## src/rtl/slowclock_pkg.sv

```systemverilog
// Shared types and defaults for the slow-clock run/stop controller.
package slowclock_pkg;

  typedef enum logic [1:0] {
    IDLE     = 2'd0,
    RUN      = 2'd1,
    STOPPING = 2'd2
  } state_t;

  localparam int CNT_W_DEF        = 13;
  localparam int DEFAULT_HALF_DEF = 2500;

endpackage

```

## src/rtl/slowclock_cnt.sv

```systemverilog
// Half-period counter plus the slowclock toggle and tick flops.
// boundary flags the edge on which the current half-period ends.
module slowclock_cnt #(
  parameter int CNT_W = 13
) (
  input  logic             CLOCK,
  input  logic             RESET_N,
  input  logic             en,
  input  logic             clr,
  input  logic [CNT_W-1:0] half_act,
  output logic             boundary,
  output logic             slowclock,
  output logic             tick
);

  localparam logic [CNT_W-1:0] ONE = CNT_W'(1);

  logic [CNT_W-1:0] count;

  assign boundary = en && !clr && (count == half_act - ONE);

  // NOTE: sequential state uses <= so every flop samples pre-edge values.
  always_ff @(posedge CLOCK or negedge RESET_N) begin
    if (!RESET_N) begin
      count     <= '0;
      slowclock <= 1'b0;
      tick      <= 1'b0;
    end else if (clr) begin
      count <= '0;
      tick  <= 1'b0;
    end else if (en) begin
      if (boundary) begin
        count     <= '0;
        slowclock <= ~slowclock;
        tick      <= 1'b1;
      end else begin
        count <= count + ONE;
        tick  <= 1'b0;
      end
    end else begin
      tick <= 1'b0;
    end
  end

endmodule

```

## src/rtl/slowclock_ctrl.sv

```systemverilog
// Slow-clock run/stop FSM with a shadowed half-period register that is
// applied only in IDLE or at half-period boundaries, so slowclock never glitches.
module slowclock_ctrl
  import slowclock_pkg::*;
#(
  parameter int CNT_W        = CNT_W_DEF,
  parameter int DEFAULT_HALF = DEFAULT_HALF_DEF
) (
  input  logic             CLOCK,
  input  logic             RESET_N,
  input  logic             cfg_valid,
  input  logic [CNT_W-1:0] cfg_half,
  output logic             cfg_ready,
  input  logic             start,
  input  logic             stop,
  output logic             busy,
  output logic             pending,
  output logic             slowclock,
  output logic             tick
);

  localparam logic [CNT_W-1:0] HALF_RST = CNT_W'(DEFAULT_HALF);
  localparam logic [CNT_W-1:0] ONE      = CNT_W'(1);

  state_t           state;
  logic [CNT_W-1:0] half_act;
  logic [CNT_W-1:0] shadow;
  logic             boundary;
  logic             stop_low;
  logic             clr;
  logic             en;
  logic             cfg_xfer;
  logic             apply;

  // Stopping while low ends the run immediately, so the counter must not toggle.
  assign stop_low  = (state == RUN) && stop && !slowclock;
  assign clr       = (state == IDLE) || stop_low;
  assign en        = !clr;

  assign busy      = (state != IDLE);
  assign cfg_ready = !pending;
  assign cfg_xfer  = cfg_valid && !pending;
  // pending is only set after an acceptance edge, so a same-edge transfer waits.
  assign apply     = pending && ((state == IDLE) || boundary);

  slowclock_cnt #(.CNT_W(CNT_W)) u_cnt (
    .CLOCK     (CLOCK),
    .RESET_N   (RESET_N),
    .en        (en),
    .clr       (clr),
    .half_act  (half_act),
    .boundary  (boundary),
    .slowclock (slowclock),
    .tick      (tick)
  );

  always_ff @(posedge CLOCK or negedge RESET_N) begin
    if (!RESET_N) begin
      state <= IDLE;
    end else begin
      unique case (state)
        IDLE:     if (start && !stop) state <= RUN;
        RUN:      if (stop) state <= slowclock ? STOPPING : IDLE;
        STOPPING: begin
          if (boundary)   state <= IDLE;
          else if (start) state <= RUN;
        end
        default:  state <= IDLE;
      endcase
    end
  end

  always_ff @(posedge CLOCK or negedge RESET_N) begin
    if (!RESET_N) begin
      half_act <= HALF_RST;
      shadow   <= '0;
      pending  <= 1'b0;
    end else if (apply) begin
      half_act <= shadow;
      pending  <= 1'b0;
    end else if (cfg_xfer) begin
      shadow  <= (cfg_half == '0) ? ONE : cfg_half;
      pending <= 1'b1;
    end
  end

endmodule
```

## config.mk

```make
export PLATFORM = sky130hd
export DESIGN_NAME = slowclock_ctrl
export DESIGN_NICKNAME = d
export VERILOG_FILES = /design/src/rtl/slowclock_pkg.sv /design/src/rtl/slowclock_cnt.sv /design/src/rtl/slowclock_ctrl.sv
export SDC_FILE = /design/constraint.sdc
export NUM_CORES = 1
export LEC_CHECK = 0
export ABC_AREA = 1
export CAP_MARGIN = 30
export CORE_ASPECT_RATIO = 1.5
export CORE_MARGIN = 2
export CORE_UTILIZATION = 58
export DETAILED_ROUTE_END_ITERATION = 16
export PLACE_DENSITY = 0.78
export SLEW_MARGIN = 30
export SYNTH_ARGS = -nofsm -noshare
export SYNTH_HDL_FRONTEND = slang
export SYNTH_HIERARCHICAL = 1
export SYNTH_SLANG_ARGS = --single-unit
```

## constraint.sdc

```tcl
create_clock -name CLOCK -period 2.4 [get_ports CLOCK]
set_input_delay 0.48 -clock CLOCK [delete_from_list [all_inputs] [get_ports CLOCK]]
set_output_delay 0.48 -clock CLOCK [all_outputs]
set_load 0.03 [all_outputs]
```

Word level (Yosys, flattened, before mapping)
Index checks and enable logic that the tools add are counted. Widths: inputs -> output; s select.

Word-level logic and storage cells: 50. Output and inout port bits: 5. Bits of input ports: 18. Flip-flop bits (word level): 44.

Bitwise gates (word level): 3. Reduce and logical (&&, ||, !) cells: 19. Equal/unequal tests: 6. Add/subtract/negate cells: 2. Mux-type cells: 13.

Operators by type and width (number): $mux 13 (3); $add 13x1->13 const B (1); $eq 13x13->1 (1); $logic_not 13->1 (1); $sub 13x1->13 const B (1); $mux 2 (5); $logic_and 1x1->1 (6); $pmux 2 s3 (1); $logic_not 1->1 (4); $mux 1 (4); $reduce_and 2->1 (2); $reduce_bool 2->1 (2); $ne 3x3->1 const B (1); $not 1->1 (3); $reduce_and 3->1 (1); $eq 2x1->1 const B (1); $eq 2x2->1 const B (1); $logic_not 2->1 (1); $logic_or 1x1->1 (2); $ne 2x1->1 const B (1); $ne 2x2->1 const B (1).

Logic depth before layout (Yosys ltp)
Depth in word-level cells: 10. Gate-level depth with buffers: 18. Mapped depth without buffers: 17.

Cells and area by module
The synthesis kept the hierarchy.

Modules (own cells, without submodules): slowclock_cnt (instances 1, cells an instance 257, sequential area each 375.4 um^2, area an instance 1512.7 um^2); slowclock_ctrl (instances 1, cells an instance 150, sequential area each 732.0 um^2, area an instance 1229.9 um^2).

Least setup slack after synthesis
Ideal clock, no wire load.

Path type: flip-flop to flip-flop. Start: register u_cnt.slowclock. End: register half_act[4]. Data required time: 2283 ps. Arrival time: 2104 ps. Path buffers: 1. Library setup time: 117 ps. Clock period less this slack: 2220 ps. Cell stages (with the launch flop): 13. Setup slack: 180 ps. Path through: dfrtp_1 nor2_1 o21ai_0 inv_1 nor2_1 inv_1 nor3_1 inv_1 a21oi_4 inv_2 buf_6 nand2_1 nand2_1.

Longest elaborated chain between the ends: 7.

Ends and longest elaborated chain: start, declared (RTL line slowclock_cnt.sv:12) `output logic slowclock,`; start signal, assigned (RTL line slowclock_cnt.sv:34) `slowclock <= ~slowclock;`; $logic_not 1->1 (RTL line slowclock_ctrl.sv:36) `assign stop_low = (state == RUN) && stop && !slowclock;`; $logic_and 1x1->1 (RTL line slowclock_ctrl.sv:36); $logic_or 1x1->1 (RTL line slowclock_ctrl.sv:37) `assign clr = (state == IDLE) || stop_low;`; $logic_not 1->1 (RTL line slowclock_ctrl.sv:38) `assign en = !clr;`; via en (RTL line slowclock_ctrl.sv:31) `logic en;`; $logic_and 1x1->1 (RTL line slowclock_cnt.sv:20) `assign boundary = en && !clr && (count == half_act - ONE);`; via boundary (RTL line slowclock_ctrl.sv:28) `logic boundary;`; $logic_or 1x1->1 (RTL line slowclock_ctrl.sv:44) `assign apply = pending && ((state == IDLE) || boundary);`; $logic_and 1x1->1 (RTL line slowclock_ctrl.sv:44); end signal, assigned (RTL line slowclock_ctrl.sv:79) `half_act <= shadow;`; end, declared (RTL line slowclock_ctrl.sv:26) `logic [CNT_W-1:0] half_act;`.

The timed path passes the listed nets, and every way through them passes these cells. A chain may end at the register's enable or synchronous reset.

Final worst setup path
Start: register half_act[4]. End: register half_act[10].

Longest elaborated chain between the ends: 5.

Ends and longest elaborated chain (RTL line): $sub 13x1->13 (slowclock_cnt.sv:20); $eq 13x13->1 (slowclock_cnt.sv:20); $logic_and 1x1->1 (slowclock_cnt.sv:20); via boundary (slowclock_ctrl.sv:28); $logic_or 1x1->1 (slowclock_ctrl.sv:44); $logic_and 1x1->1 (slowclock_ctrl.sv:44).

The timed path passes the listed nets, and every way through them passes these cells.

==> metrics.txt <==
Synth async-reset ratio=1.00; largest area contributor in the netlist=dfrtp_1; top-count cell post-synth=nand2_1; Vert. Die Dim=88.2 um; CP arrival=2.47 ns; layout net count=461; Post-Synth Adder-Cell Area=0.00912; # IOs=23; post-synthesis sequential area ratio=0.404; CP max stage cell=dfrtp_2; Clock Latency Late Sink=0.30 ns; CTS clk-pin slew, worst paths=0.09 ns; Residual DRC=0; initial drt markers=124; Post-synth EDFFs=0; CP max FO=7; CTS tree=yes; relative slew slack=0.635; DP Area=0.00303 mm2; Layout area overhead=19.8%; die span in x=60.1 um; Pre-antenna DRT Iters=4; fillers=384; CP max stage delay=0.48 ns; DR vias/cell=4.97; Worst Path Required=2.64 ns; CTS buffer count=5; antenna cells=0; die area=0.00531 mm2; vias in the first global route=2452; Cell Count, Final, Fillers Out=506; clk buf depth=2; largest net degree at the start of global routing=45; fin. max-slew vios=0; fmax=0.447 GHz; CP Class=flop to flop; DR WL/cell=12.0 um; area of the multi-input gates=0.00142 mm2; Final Hold Fails=0; Root Driver=clkbuf_8; Final GP Congestion=0.913; Fin Hold WS=0.232 ns; crit-path most repeated cell=nand2_1; largest family of logic cells by synthesized area=simple AND/OR/NAND/NOR gates; Synth Flop Type=dfrtp_1; CTS sink cnt=44; synthesized instance count=407; Yosys top cell area share=0.356; hold_buf cts=0; initial core utilization=0.604; worst slew pin tran=0.547 ns; FF+latch area=0.00111 mm2; # H-tree levels=2; ranking of synthesized cells by area=dfrtp_1 (36%), nand2_1 (24%), inv_1 (7.3%), nand3_1 (6.8%), dfstp_2 (4.8%); worst setup path start=half_act[4]; worst r2r src=half_act[4]; post-route ant nets=0; Core Footprint=0.00454 mm2; placed cell count=492; class of the worst hold path=primary input to asynchronous set/reset pin; grt total ovfl=0; Worst Setup End Kind=flop; status=finished, final reports clean; Pleak=0.00173 uW; critical path cell sequence=nor2_4, nand2_1, nor2_4, xor2_2, nand4_1, nor2_1, nand2_1, nor3_2, inv_2, a21oi_4, buf_12, buf_6, nand2_1, nand2_1; net count after synthesis=427; first-pass GRT wire length=9890 um; multiplexer share of the synthesized area=0; Detailed Route WL=6100 um; Distinct cells, synth=28; post-DP HPWL=4300 um; max-cap violations=0; Tot GR Track Use=0.244; skew final=0.0115 ns; Max IR drop VDD=0.682 mV; Mapped Area=0.00274 mm2; share of layout cells above drive strength 1=0.133; Core Rows=30; Compound-Gate Fraction of Synth Area=0.0315; synth cell count leaders=nand2_1 (174), inv_1 (53), dfrtp_1 (39), nand3_1 (37), nor2_1 (33); minimum clock period=2.24 ns; IO buf count=22; post-route cell area=0.00329 mm2; Syn. warnings=6; startpoint types=flop; Vias=2516; period utilization=0.932; initial antenna violation count=0; Synth Area in Simple Gates=0.405; Setup-failing EPs final=0; synthesized flop and latch total=44; area share of xor/xnor cells in the synthesized design=0.0511; Final Util=0.724; Power Density=1110 mW/mm2; Avg Cell Area, Syn=6.74 um2
## kinds of logic after synthesis
logic type / Yosys count
AND/OR/NAND/NOR: 266
buffers and inverters: 64
flip-flops: 44
XOR/XNOR: 16
AO/OA/AOI/OAI: 15
adder cells (fa/ha/maj): 2
## where the power goes
part           internal (uW)  switching (uW)  total, uW
Sequential               998             204       1200
Clock                    341             275        615
Combinational            719            1100       1820
## what timing repair did
action / 4_1_cts / 5_1_grt
cloned: 0 / 2
setup endpoints to repair: 7 / 16
pin swaps: 0 / 2
setup buffers: 0 / 4
gates resized for setup: 1 / 27
## path summary, 6_finish.rpt
check | cells after the start | slack (ns) | endpoint
setup reg to reg | 14 | 0.16 | half_act[10]
hold / removal | 2 | 0.23 | u_cnt/count[3]
min in group CLOCK | 2 | 0.48 | shadow[4]
hold reg to reg | 2 | 0.48 | shadow[4]
setup / recovery | 14 | 0.16 | half_act[10]
max in group asynchronous | 2 | 1.76 | half_act[4]
## area by class of cell
class,instances,area share
multi-input cells,299,0.432
repair buffers,35,0.102
inverters,55,0.0651
clock buffers,6,0.0251
well taps,64,0.0244
flip-flops and latches,44,0.338
clock inverters,2,0.0118
repair inverters,1,0.00190
## state kept, by name, indices dropped and copies added, names as in the netlist
register / flops
half_act: 13
pending: 1
shadow: 13
state: 2
u_cnt/count: 13
u_cnt/slowclock: 1
u_cnt/tick: 1
## through the flow
step	TNS [ns]	total power [uW]	setup WS (ns)
after global placement	0	2670	0.0231
after CTS	0	3340	0.0191
final	0	3640	0.163
after floorplan	0	2330	0.180
after detailed placement	-1.33	2720	-0.117
after global routing	-0.233	3930	-0.0369
## cells in the final DEF (no fill, tap or decap), drive strengths merged, types with 7 or more instances in the layout
cell and instances:
nor2 40, nand3 38, buf 14, nand2 176
dfrtp 39, xnor2 7, clkdlybuf4s50 21, inv 56
xor2 9, o21ai 10
## layer usage
metal,vias to the layer above,share of wire,global-route usage
li1,1308,-,-
met5,-,0,0
met4,0,0.023,0.111
met3,13,0.033,0.0409
met2,58,0.55,0.452
met1,1137,0.40,0.261
## worst max-delay path: cells and delay by family (launching register included)
kind	cells	cell delay [ns]
buf+inv	3	0.35
simple gates	9	1.00
compound gates	1	0.14
xor+xnor	1	0.20
flops	1	0.48
Note: power is estimated with default switching activity, not from simulation.
